===== config.mk =====
export PLATFORM = sky130hd
export DESIGN_NAME = intt_reorder_scale
export DESIGN_NICKNAME = d
export VERILOG_FILES = /design/src/rtl/ntt_pkg.sv /design/src/rtl/mod_const_mult.sv /design/src/rtl/intt_reorder_scale.sv
export SDC_FILE = /design/constraint.sdc
export NUM_CORES = 1
export LEC_CHECK = 0
export BUFFER_PORTS_ARGS = -buffer_cell sky130_fd_sc_hd__buf_2
export CAP_MARGIN = 20
export CORE_UTILIZATION = 59
export CTS_BUF_LIST = sky130_fd_sc_hd__clkbuf_4 sky130_fd_sc_hd__clkbuf_8
export DETAILED_ROUTE_END_ITERATION = 8
export HOLD_SLACK_MARGIN = 0.08
export MAX_ROUTING_LAYER = met4
export PLACE_DENSITY = 0.78
export SLEW_MARGIN = 40
export SYNTH_ARGS = -nofsm -noshare
export SYNTH_HDL_FRONTEND = slang
export SYNTH_SLANG_ARGS = --single-unit
export TNS_END_PERCENT = 5

===== constraint.sdc =====
create_clock -name clk -period 4.05 [get_ports clk]
set_input_delay 0 -clock clk [delete_from_list [all_inputs] [get_ports clk]]
set_output_delay 0 -clock clk [all_outputs]
set_load 0.005 [all_outputs]

===== src/rtl/ntt_pkg.sv =====
// Shared NTT defaults, coefficient type and a width-parameterised bit reversal.
`default_nettype none

package ntt_pkg;
  localparam int COEF_W      = 32;
  localparam int DEF_MODULUS = 7681;
  localparam int DEF_RADIX   = 16;
  localparam int DEF_N_INV   = 7201;

  typedef logic [COEF_W-1:0] coef_t;

  // Reverses the low 'width' bits of v; bits above 'width' come back as zero.
  function automatic logic [31:0] bitrev(input logic [31:0] v, input int width);
    logic [31:0] r;
    r = '0;
    for (int i = 0; i < width; i++) r[i] = v[width-1-i];
    return r;
  endfunction
endpackage

`default_nettype wire


===== src/rtl/mod_const_mult.sv =====
// Combinational multiply by a constant followed by reduction mod MODULUS.
`default_nettype none

module mod_const_mult #(
  parameter int W         = 32,
  parameter int MODULUS   = 7681,
  parameter int CONST_VAL = 7201
) (
  input  logic [W-1:0] data,
  output logic [W-1:0] result
);
  localparam int PW = W + $clog2(CONST_VAL + 1);

  logic [PW-1:0] product;

  assign product = PW'(data) * PW'(CONST_VAL);
  assign result  = W'(product % PW'(MODULUS));
endmodule

`default_nettype wire


===== src/rtl/intt_reorder_scale.sv =====
// Bit-reversed to natural-order ping-pong reorder with optional RADIX^-1 scaling.
// Define INTT_SCALE_EN to build the scaling multiplier; otherwise data passes unchanged.
`default_nettype none

module intt_reorder_scale
  import ntt_pkg::*;
#(
  parameter int W       = COEF_W,
  parameter int MODULUS = DEF_MODULUS,
  parameter int RADIX   = DEF_RADIX,
  parameter int N_INV   = DEF_N_INV
) (
  input  logic         clk,
  input  logic         rst,
  input  logic [W-1:0] in_data,
  input  logic         in_valid,
  output logic         in_ready,
  output logic [W-1:0] out_data,
  output logic         out_valid,
  input  logic         out_ready,
  output logic         out_last
);
  localparam int            AW       = $clog2(RADIX);
  localparam logic [AW-1:0] LAST_IDX = AW'(RADIX - 1);

  if (((RADIX * N_INV) % MODULUS) != 1) begin : g_bad_n_inv
    $error("N_INV is not the inverse of RADIX modulo MODULUS");
  end

  logic [W-1:0]  bank [2][RADIX];
  logic [1:0]    full, full_nxt;
  logic          wr_bank, rd_bank;
  logic [AW-1:0] wr_cnt, rd_cnt, wr_addr;
  logic          wr_fire, rd_load;
  logic [W-1:0]  rd_word, scaled;

  assign in_ready = ~full[wr_bank];
  assign wr_fire  = in_valid & in_ready;
  assign rd_load  = full[rd_bank] & (~out_valid | out_ready);
  assign wr_addr  = AW'(bitrev(32'(wr_cnt), AW));
  assign rd_word  = bank[rd_bank][rd_cnt];

`ifdef INTT_SCALE_EN
  mod_const_mult #(
    .W         (W),
    .MODULUS   (MODULUS),
    .CONST_VAL (N_INV)
  ) u_scale (
    .data   (rd_word),
    .result (scaled)
  );
`else
  assign scaled = rd_word;
`endif

  // Write side only sets the bank it fills, read side only clears the bank it drains.
  always_comb begin
    full_nxt = full;
    if (wr_fire && wr_cnt == LAST_IDX) full_nxt[wr_bank] = 1'b1;
    if (rd_load && rd_cnt == LAST_IDX) full_nxt[rd_bank] = 1'b0;
  end

  always_ff @(posedge clk) begin
    if (wr_fire) bank[wr_bank][wr_addr] <= in_data;
  end

  always_ff @(posedge clk or negedge rst) begin
    if (!rst) begin
      full    <= '0;
      wr_bank <= 1'b0;
      rd_bank <= 1'b0;
      wr_cnt  <= '0;
      rd_cnt  <= '0;
    end else begin
      full <= full_nxt;
      if (wr_fire) begin
        wr_cnt <= wr_cnt + 1'b1;
        if (wr_cnt == LAST_IDX) wr_bank <= ~wr_bank;
      end
      if (rd_load) begin
        rd_cnt <= rd_cnt + 1'b1;
        if (rd_cnt == LAST_IDX) rd_bank <= ~rd_bank;
      end
    end
  end

  // Data and last hold their values while a beat is stalled.
  always_ff @(posedge clk or negedge rst) begin
    if (!rst) begin
      out_data  <= '0;
      out_valid <= 1'b0;
      out_last  <= 1'b0;
    end else if (rd_load) begin
      out_data  <= scaled;
      out_valid <= 1'b1;
      out_last  <= (rd_cnt == LAST_IDX);
    end else if (out_valid && out_ready) begin
      out_valid <= 1'b0;
    end
  end
endmodule

`default_nettype wire


# Word-level counts from Yosys, hierarchy flattened
# Memories as Yosys holds them, arrays and structs flattened.
# Cells that the tools add are included.
[classes]
addsub = 2
order_cmp = 7
eq_ne = 2
mux = 19
n_bitwise = 12
reduce_logical = 9
[ops]
columns = ["cell", "n"]
rows = [
  ["two-way mux 512 bit", 1],
  ["binary-select mux 32 bit (select 4 bit)", 1],
  ["demux 32 bit (select 4 bit)", 1],
  ["two-way mux 32 bit", 3],
  ["greater-or-equal comparator 5 bit (second input constant)", 2],
  ["NOT 4 -> 5 bit", 2],
  ["two-way mux 1 bit", 9],
  ["adder 4 x 1 -> 4 bit (second input constant)", 2],
  ["equality test 4 bit (second input constant)", 2],
  ["logical AND 1 bit", 6],
  ["< comparator 5 x 1 -> 1 bit (second input constant)", 1],
  ["< comparator 1 x 2 -> 1 bit (second input constant)", 2],
  ["two-way mux 2 bit", 2],
  ["NOT 1 bit", 4],
  ["AND reduction 2 bit", 2],
  ["AND 1 bit", 2],
  ["AND 2 bit", 1],
  ["demux 1 bit (select 1 bit)", 2],
  ["greater-or-equal comparator 1 bit (second input constant)", 2],
  ["NOT 2 bit", 1],
  ["bitwise OR 2 bit", 1],
  ["nonzero test 2 bit", 1],
  ["bitwise OR 1 bit", 1],
]
[totals]
regBits = 46
ram_bits = 1024
out_inout_bits = 35
elab_cells = 60
memories = 1
[mem_list]
columns = ["memory", "depth", "width", "read_ports", "rd_ports_with_merged_regs", "wr", "line_no", "text"]
rows = [
  ["bank", 2, 512, 1, 0, 1, "intt_reorder_scale.sv:30", "logic [W-1:0] bank [2][RADIX];"],
]

# Depth between registers and ports, before layout
# Gate-level depths: netlist of the first run.
[depth]
ltp_word = 8
ltp_mapped = 9
ltp_nobuf = 5

# Least setup slack after synthesis of the first run
# No wires, ideal clock.
[synth_timing]
path_kind = "flip-flop to flip-flop"
start = "reg wr_bank"
end = "mem bank[0][0] (netlist bit) (enable)"
t_arrival_ns = 3.452
slack_ns = 0.135
stages_incl_launch_ff = 6
synth_period_minus_slack_ns = 3.915
cell_sequence = "dfrtp_1 -> mux2i_1 -> and2_1 -> buf_2 -> nand2_1 -> nor3_1"
[synth_via]
elab_chain_cells = 6
[synth_lines]
columns = ["element", "line_no", "text"]
rows = [
  ["start, declared", "intt_reorder_scale.sv:32", "logic wr_bank, rd_bank;"],
  ["start signal, assigned", "intt_reorder_scale.sv:78", "if (wr_cnt == LAST_IDX) wr_bank <= ~wr_bank;"],
  ["two-way mux 1 bit (implied by the code) (2 in a row)", "intt_reorder_scale.sv:37", "assign in_ready = ~full[wr_bank];"],
  ["NOT 1 bit", "intt_reorder_scale.sv:37", ""],
  ["net in_ready", "intt_reorder_scale.sv:17", "output logic in_ready,"],
  ["AND 1 bit", "intt_reorder_scale.sv:38", "assign wr_fire = in_valid & in_ready;"],
  ["two-way mux 1 bit", "intt_reorder_scale.sv:64", "if (wr_fire) bank[wr_bank][wr_addr] <= in_data;"],
  ["two-way mux 512 bit (implied by the code)", "intt_reorder_scale.sv:64", ""],
  ["end, declared", "intt_reorder_scale.sv:30", ""],
]
# The timed path passes the listed nets, and every way through them passes these cells. The select of a mux whose other input is x is not followed.

# Worst setup path after layout of the first run
[layout_timing]
start = "reg wr_bank"
end = "mem bank[1][32] (netlist bit) (enable)"
[layout_via]
elab_chain_cells = 6
[layout_lines]
columns = ["element", "line_no"]
rows = [
  ["two-way mux 1 bit (implied by the code) (2 in a row)", "intt_reorder_scale.sv:37"],
  ["NOT 1 bit", "intt_reorder_scale.sv:37"],
  ["AND 1 bit", "intt_reorder_scale.sv:38"],
  ["two-way mux 1 bit", "intt_reorder_scale.sv:64"],
  ["two-way mux 512 bit (implied by the code)", "intt_reorder_scale.sv:64"],
]
# Parallel ways exist; a longest one is shown, timed or not. The select of a mux whose other input is x is not followed.

==> results_dict.tcl, run 1 <==
set metrics [dict create \
    tightestPinTransition_ns 0.821 \
    clockBufferDepth 3 \
    p_seq_share_pct 44.8 \
    cpMaxStageDelayCell "nor2_4" \
    period_share_pct 78.4 \
    layout_commonest_cell "edfxtp_1" \
    n_fill_cell 4420 \
    synth_area_per_cell_um2 18.9 \
    cts_resized 0 \
    placed_cell_area_um2 43900 \
    cp-end-kind "register" \
    arrival_ns 3.66 \
    gp_congestion 0.870 \
    synth_fp_nets 2270 \
    dieArea_um2 72400 \
    clock.fmax_mhz 315 \
    power_switching_mw 9.44 \
    die_w_um 269 \
    postCtsHoldBufs 38 \
    track_usage_pct 28.5 \
    combPwrFrac_pct 26.5 \
    netlist_instances 2229 \
    cap_violations 0 \
    area_growth_syn_to_layout_pct 12.7 \
    setup_viol 0 \
    ir_worst_vdd_mv 0.473 \
    p_sw_share_pct 31.6 \
    cp-start-kind "register" \
    post-route-util_pct 67.5 \
    hold_violations 0 \
    drt_iter0_markers 2201 \
    multiInputGateArea_um2 9530 \
    nets 2486 \
    synth-seq-cells 1070 \
    critPathMaxFanout 20 \
    yosys_warnings 0 \
    route.vias.total 22016 \
    antenna_found_initial 1 \
    clk_pin_slew_ns 0.07 \
    htreeDepth 4 \
    fp.coreArea_um2 70300 \
    hp-class "primary input to register" \
    final.setup.tns_ns 0 \
    layout_common_cells "edfxtp_1 (1024), mux2i_1 (514), clkbuf_8 (176)" \
    power.internal_mw 20.4 \
    cts_root_buffer "clkbuf_8" \
    clk_latency_ns 0.80 \
    start_util_pct 59.9 \
    io_buffers 70 \
    crit_path_cell_trace "mux2i_1 -> and2_1 -> nand2_1 -> nor2_4 -> buf_4" \
    grt_pass1_vias 22185 \
    period_needed_ns 3.18 \
    clkPwrFrac_pct 28.8 \
    drtAntennaViolNets 0 \
    powerDensity_nw_per_um2 629 \
    drv_slew 0 \
    async_flop_share_pct 4.30 \
    path_class "register to register" \
    cts.sinks 1070 \
    final_cell_area_um2 47400 \
    regArea_um2 31900 \
    post_cts_buffers 0 \
    cpPeakStageDelay_ns 0.74 \
    totalWireLength_mm 97.5 \
    post_drt_wl_per_cell_um 27.8 \
    via_per_inst 6.27 \
    cts_tree "done" \
    chipHeight_um 269 \
    gr-total-overflow 0 \
    synth_area_um2 42100 \
    io_pins 71 \
    first_pass_iters 6 \
    rsz0062_at_grt "no" \
    grt_max_degree 104 \
    fin_skew_ns 0.0308 \
    outcome "finished clean" \
    synth-main-ff-cell "edfxtp_1" \
    num_rows 97 \
    drive_gt1_share_pct 21.6 \
    synth_edf_count 1024 \
    grt_pass1_wl_mm 142 \
    drcViolationCount 0 \
    yosysUniqueCellTypes 37 \
    cts_buffers 161 \
    cp.required_ns 4.53 \
    dp_hpwl_mm 57.9 \
    yosysSeqAreaShare_pct 75.8 \
    p_leak_nw 14.9 \
    max_slew_margin_pct 45.2 \
]
[sequential cells by signal, summed over array words and instances, names as in the netlist]
register   count
rd_bank        1
wr_cnt         4
full           2
out_last       1
out_valid      1
bank        1024
out_data      32
rd_cnt         4
wr_bank        1
[power groups by stage]
stage	clock (mW)	combinational [mW]	sequential (mW)
6_report	8.58	7.91	13.4
5_1_grt	9.19	8.22	13.4
4_1_cts	8.71	7.87	13.4
3_5_place_dp	0	7.80	13.6
3_3_place_gp	0	7.55	13.5
2_1_floorplan	0	5.00	13.4
[worst max-delay path, delay by kind of cell, from the launching register on]
family | cells | cell delay [ns]
mux | 1 | 0.31
simple gates | 3 | 1.53
buf+inv | 1 | 0.35
flops | 1 | 0.68
[synthesized netlist by cell type, drive strengths merged (3+ instances only)]
cell | n | area, um^2
a21oi | 66 | 330
a221oi | 64 | 948
a22o | 64 | 561
a22oi | 128 | 961
and2 | 3 | 18.8
buf | 80 | 668
clkbuf | 57 | 233
dfrtp | 46 | 1150
edfxtp | 1024 | 30700
ha | 5 | 62.6
inv | 6 | 22.5
mux2i | 514 | 5140
nand2 | 50 | 188
nor2 | 30 | 113
nor3 | 4 | 20.0
o22ai | 32 | 200
o41ai | 32 | 521
xnor2 | 6 | 52.6
[per-layer routing]
| metal | wire, um | part of all wire, % | global-route usage (%) |
|---|---|---|---|
| met2 | 49000 | 50 | 45.6 |
| met5 | 0 | 0 | - |
| met1 | 37300 | 38 | 35.3 |
| met3 | 6500 | 6.7 | 4.78 |
| met4 | 4660 | 4.8 | 14.4 |
[worst paths after layout]
kind	start	endpoint	slack, ns	depth (start not counted)
max in group asynchronous	rst	full[1]$_DFF_PN0_	3.30	4
max reg2reg	wr_bank$_DFFE_PN0N_	bank[1][32]$_DFFE_PP_	0.87	5
max	wr_bank$_DFFE_PN0N_	bank[1][32]$_DFFE_PP_	0.87	5
min reg2reg	out_data[31]$_DFFE_PN0P_	out_data[31]$_DFFE_PN0P_	0.49	2
min	in_valid	full[1]$_DFF_PN0_	0.23	4
min in group asynchronous	rst	rd_cnt[1]$_DFFE_PN0P_	0.36	4
[metrics by stage]
stage	total power, mW	cells	hold WS, ns	setup WS [ns]
after CTS	29.9	3509	0.139	0.768
after global placement	21.1	3179	0.139	0.827
after floorplan	18.4	2229	-0.296	0.135
final	29.8	3510	0.231	0.873
after global routing	30.8	3510	0.220	0.695
after detailed placement	21.4	3184	0.150	0.767
[final cells by class]
| cell class | count | area share, % |
|---|---|---|
| Tap cell | 940 | 2.48 |
| Clock buffer | 244 | 6.19 |
| Clock inverter | 43 | 0.470 |
| Inverter | 6 | 0.0475 |
| Multi-Input combinational cell | 1016 | 20.1 |
| Sequential cell | 1070 | 67.3 |
| Timing Repair Buffer | 190 | 3.44 |
| Antenna cell | 1 | 0.00528 |
[kinds of logic (layout without fill, tap and decap cells)]
group / after synthesis / in the layout / share of synthesized area (%)
buf+inv: 143 / 483 / 2.19
compound gates: 389 / 389 / 8.42
flops: 1070 / 1070 / 75.8
xor+xnor: 8 / 8 / 0.167
mux: 514 / 514 / 12.2
simple gates: 100 / 100 / 1.01
other cells: 0 / 1 / 0
fa+ha+maj: 5 / 5 / 0.149
No activity file was read; power rests on OpenSTA's default activity.
==> inputs of run 2 (changes only) <==
==> constraint.sdc (replaced) <==
create_clock -name clk -period 2.7 [get_ports clk]
set_input_delay 0 -clock clk [delete_from_list [all_inputs] [get_ports clk]]
set_output_delay 0 -clock clk [all_outputs]
set_load 0.005 [all_outputs]
==> results_dict.tcl, run 2 (synthesis gave the netlist of run 1 again) <==
set metrics [dict create \
    power.total_mw 45.3 \
    gp_congestion 0.858 \
    cts.sinks 1070 \
    layoutNonFillerInstCount 3565 \
    post_drt_wl_per_cell_um 28.7 \
    p_leak_nw 15.3 \
    io_buffers 70 \
    drtAntennaViolNets 0 \
    cp-end-kind "register" \
    totalWireLength_mm 102 \
    cpPeakStageDelay_ns 0.49 \
    place_ws_ns 0.357 \
    die_w_um 269 \
    clockBufferDepth 3 \
    start_util_pct 59.9 \
    arrival_ns 2.86 \
    cap_violations 0 \
    gr-total-overflow 0 \
    setup_viol 0 \
    hold_path_end "full[1]$_DFF_PN0_" \
    cp-start-kind "register" \
    period_needed_ns 2.46 \
    timing.rr.start "wr_bank$_DFFE_PN0N_" \
    final_cell_area_um2 48300 \
    r2r_cells 6 \
    drv_slew 0 \
    hold_ws_ns 0.159 \
    fp.coreArea_um2 70300 \
    hold_violations 0 \
    crit_path_cell_trace "mux2i_1 -> and2_1 -> nand2_1 -> buf_4 -> nor2_4 -> buf_4" \
    route.vias.total 22849 \
    hold_depth 4 \
    grt_pass1_vias 22955 \
    post-route-util_pct 68.7 \
    track_usage_pct 29.6 \
    first_pass_iters 6 \
    cts_tree "done" \
    antenna_found_initial 1 \
    period_share_pct 91.0 \
    drive_gt1_share_pct 23.2 \
    cp.required_ns 3.10 \
    clk_latency_ns 0.80 \
    hp-class "primary input to register" \
    drt_iter0_markers 2555 \
    layout_common_cells "edfxtp_1 (1024), mux2i_1 (514), clkbuf_8 (173)" \
    path_class "register to register" \
    critPathMaxFanout 22 \
    area_growth_syn_to_layout_pct 14.8 \
    cts_root_buffer "clkbuf_8" \
    timing.rr.end "bank[0][343]$_DFFE_PP_" \
    num_rows 97 \
    grt_pass1_wl_mm 148 \
    powerDensity_nw_per_um2 939 \
    placed_cell_area_um2 44600 \
    htreeDepth 4 \
    clk_pin_slew_ns 0.06 \
    via_per_inst 6.41 \
    final.setup.tns_ns 0 \
    largest_reg_flops 1024 \
    ir_worst_vdd_mv 0.746 \
    placed_cells 3230 \
    startpoint "wr_bank$_DFFE_PN0N_" \
    layout_commonest_cell "edfxtp_1" \
    cts_buffers 161 \
    min-delay-start "in_valid" \
    dieArea_um2 72400 \
    drcViolationCount 0 \
    cpMaxStageDelayCell "buf_4" \
    grt_max_degree 62 \
    reg_top3 "bank: 1024 flops, out_data: 32 flops" \
    tightestPinTransition_ns 0.614 \
    cp_common_cell "buf_4" \
    clock.fmax_mhz 407 \
    fin_skew_ns 0.0369 \
    outcome "finished clean" \
    io_pins 71 \
    nets 2532 \
    dp_hpwl_mm 55.5 \
    rsz0062_at_grt "no" \
    r2r_slack_ns 0.24 \
    chipHeight_um 269 \
    regMostFlops "bank" \
    setup_ws_ns 0.244 \
    max_slew_margin_pct 59.0 \
]
-- run 2: changes by cell type in the layout (fill, tap and decap cells not counted), moves of 4 or more --
cell      previous run  this run
buf_12              17        52
buf_4               61        77
nor3_2               4         0
nor3_4               0         4
clkinv_2            13         6
clkbuf_4            68        77
-- run 2: layer usage --
| layer | GRT usage [%] | vias to the layer above | share of wire (%) |
|---|---|---|---|
| met4 | 12.1 | 0 | 3.6 |
| met5 | - | - | 0 |
| met1 | 37.9 | 11623 | 38 |
| met3 | 5.15 | 278 | 8.7 |
| met2 | 47.4 | 1301 | 50 |
| li1 | - | 9647 | - |
-- run 2: repair_timing --
action,CTS,global route
hold buffers,38,0
endpoints found under the hold margin,1115,0
resized for setup,0,0
setup buffers,0,0
endpoints found under the setup margin,0,0
-- run 2: worst max-delay path: cells and delay by family (launching register included) --
family	cells	cell delay, ns
buffers and inverters	2	0.71
DFF	1	0.48
muxes	1	0.29
and+or+nand+nor	3	0.56
-- run 2: how the worst max path moves through the flow --
stage / to / slack, ns / cells past startpoint
after floorplan: bank[1][32]$_DFFE_PP_ / -0.27 / 5
after global placement: bank[1][320]$_DFFE_PP_ / 0.44 / 6
after detailed placement: out_data[18]$_DFFE_PN0P_ / 0.36 / 6
after CTS: bank[0][343]$_DFFE_PP_ / 0.34 / 6
after global routing: bank[0][283]$_DFFE_PP_ / 0.15 / 6
final: bank[0][343]$_DFFE_PP_ / 0.24 / 6
-- run 2: area by class of cell --
cell class | instances | area [um^2]
clock inverter | 46 | 348
timing repair buffer | 236 | 2340
inverter | 6 | 22.5
antenna | 1 | 2.50
sequential | 1070 | 31900
tap | 940 | 1180
clock buffer | 250 | 2960
fill | 4251 | 22000
multi-input combinational | 1016 | 9540
-- run 2: report_power, final --
part	internal [mW]	switching (mW)	leakage, nW
registers	19.3	0.590	9.78
logic	4.57	7.45	3.82
clock network	7.37	6.01	1.75
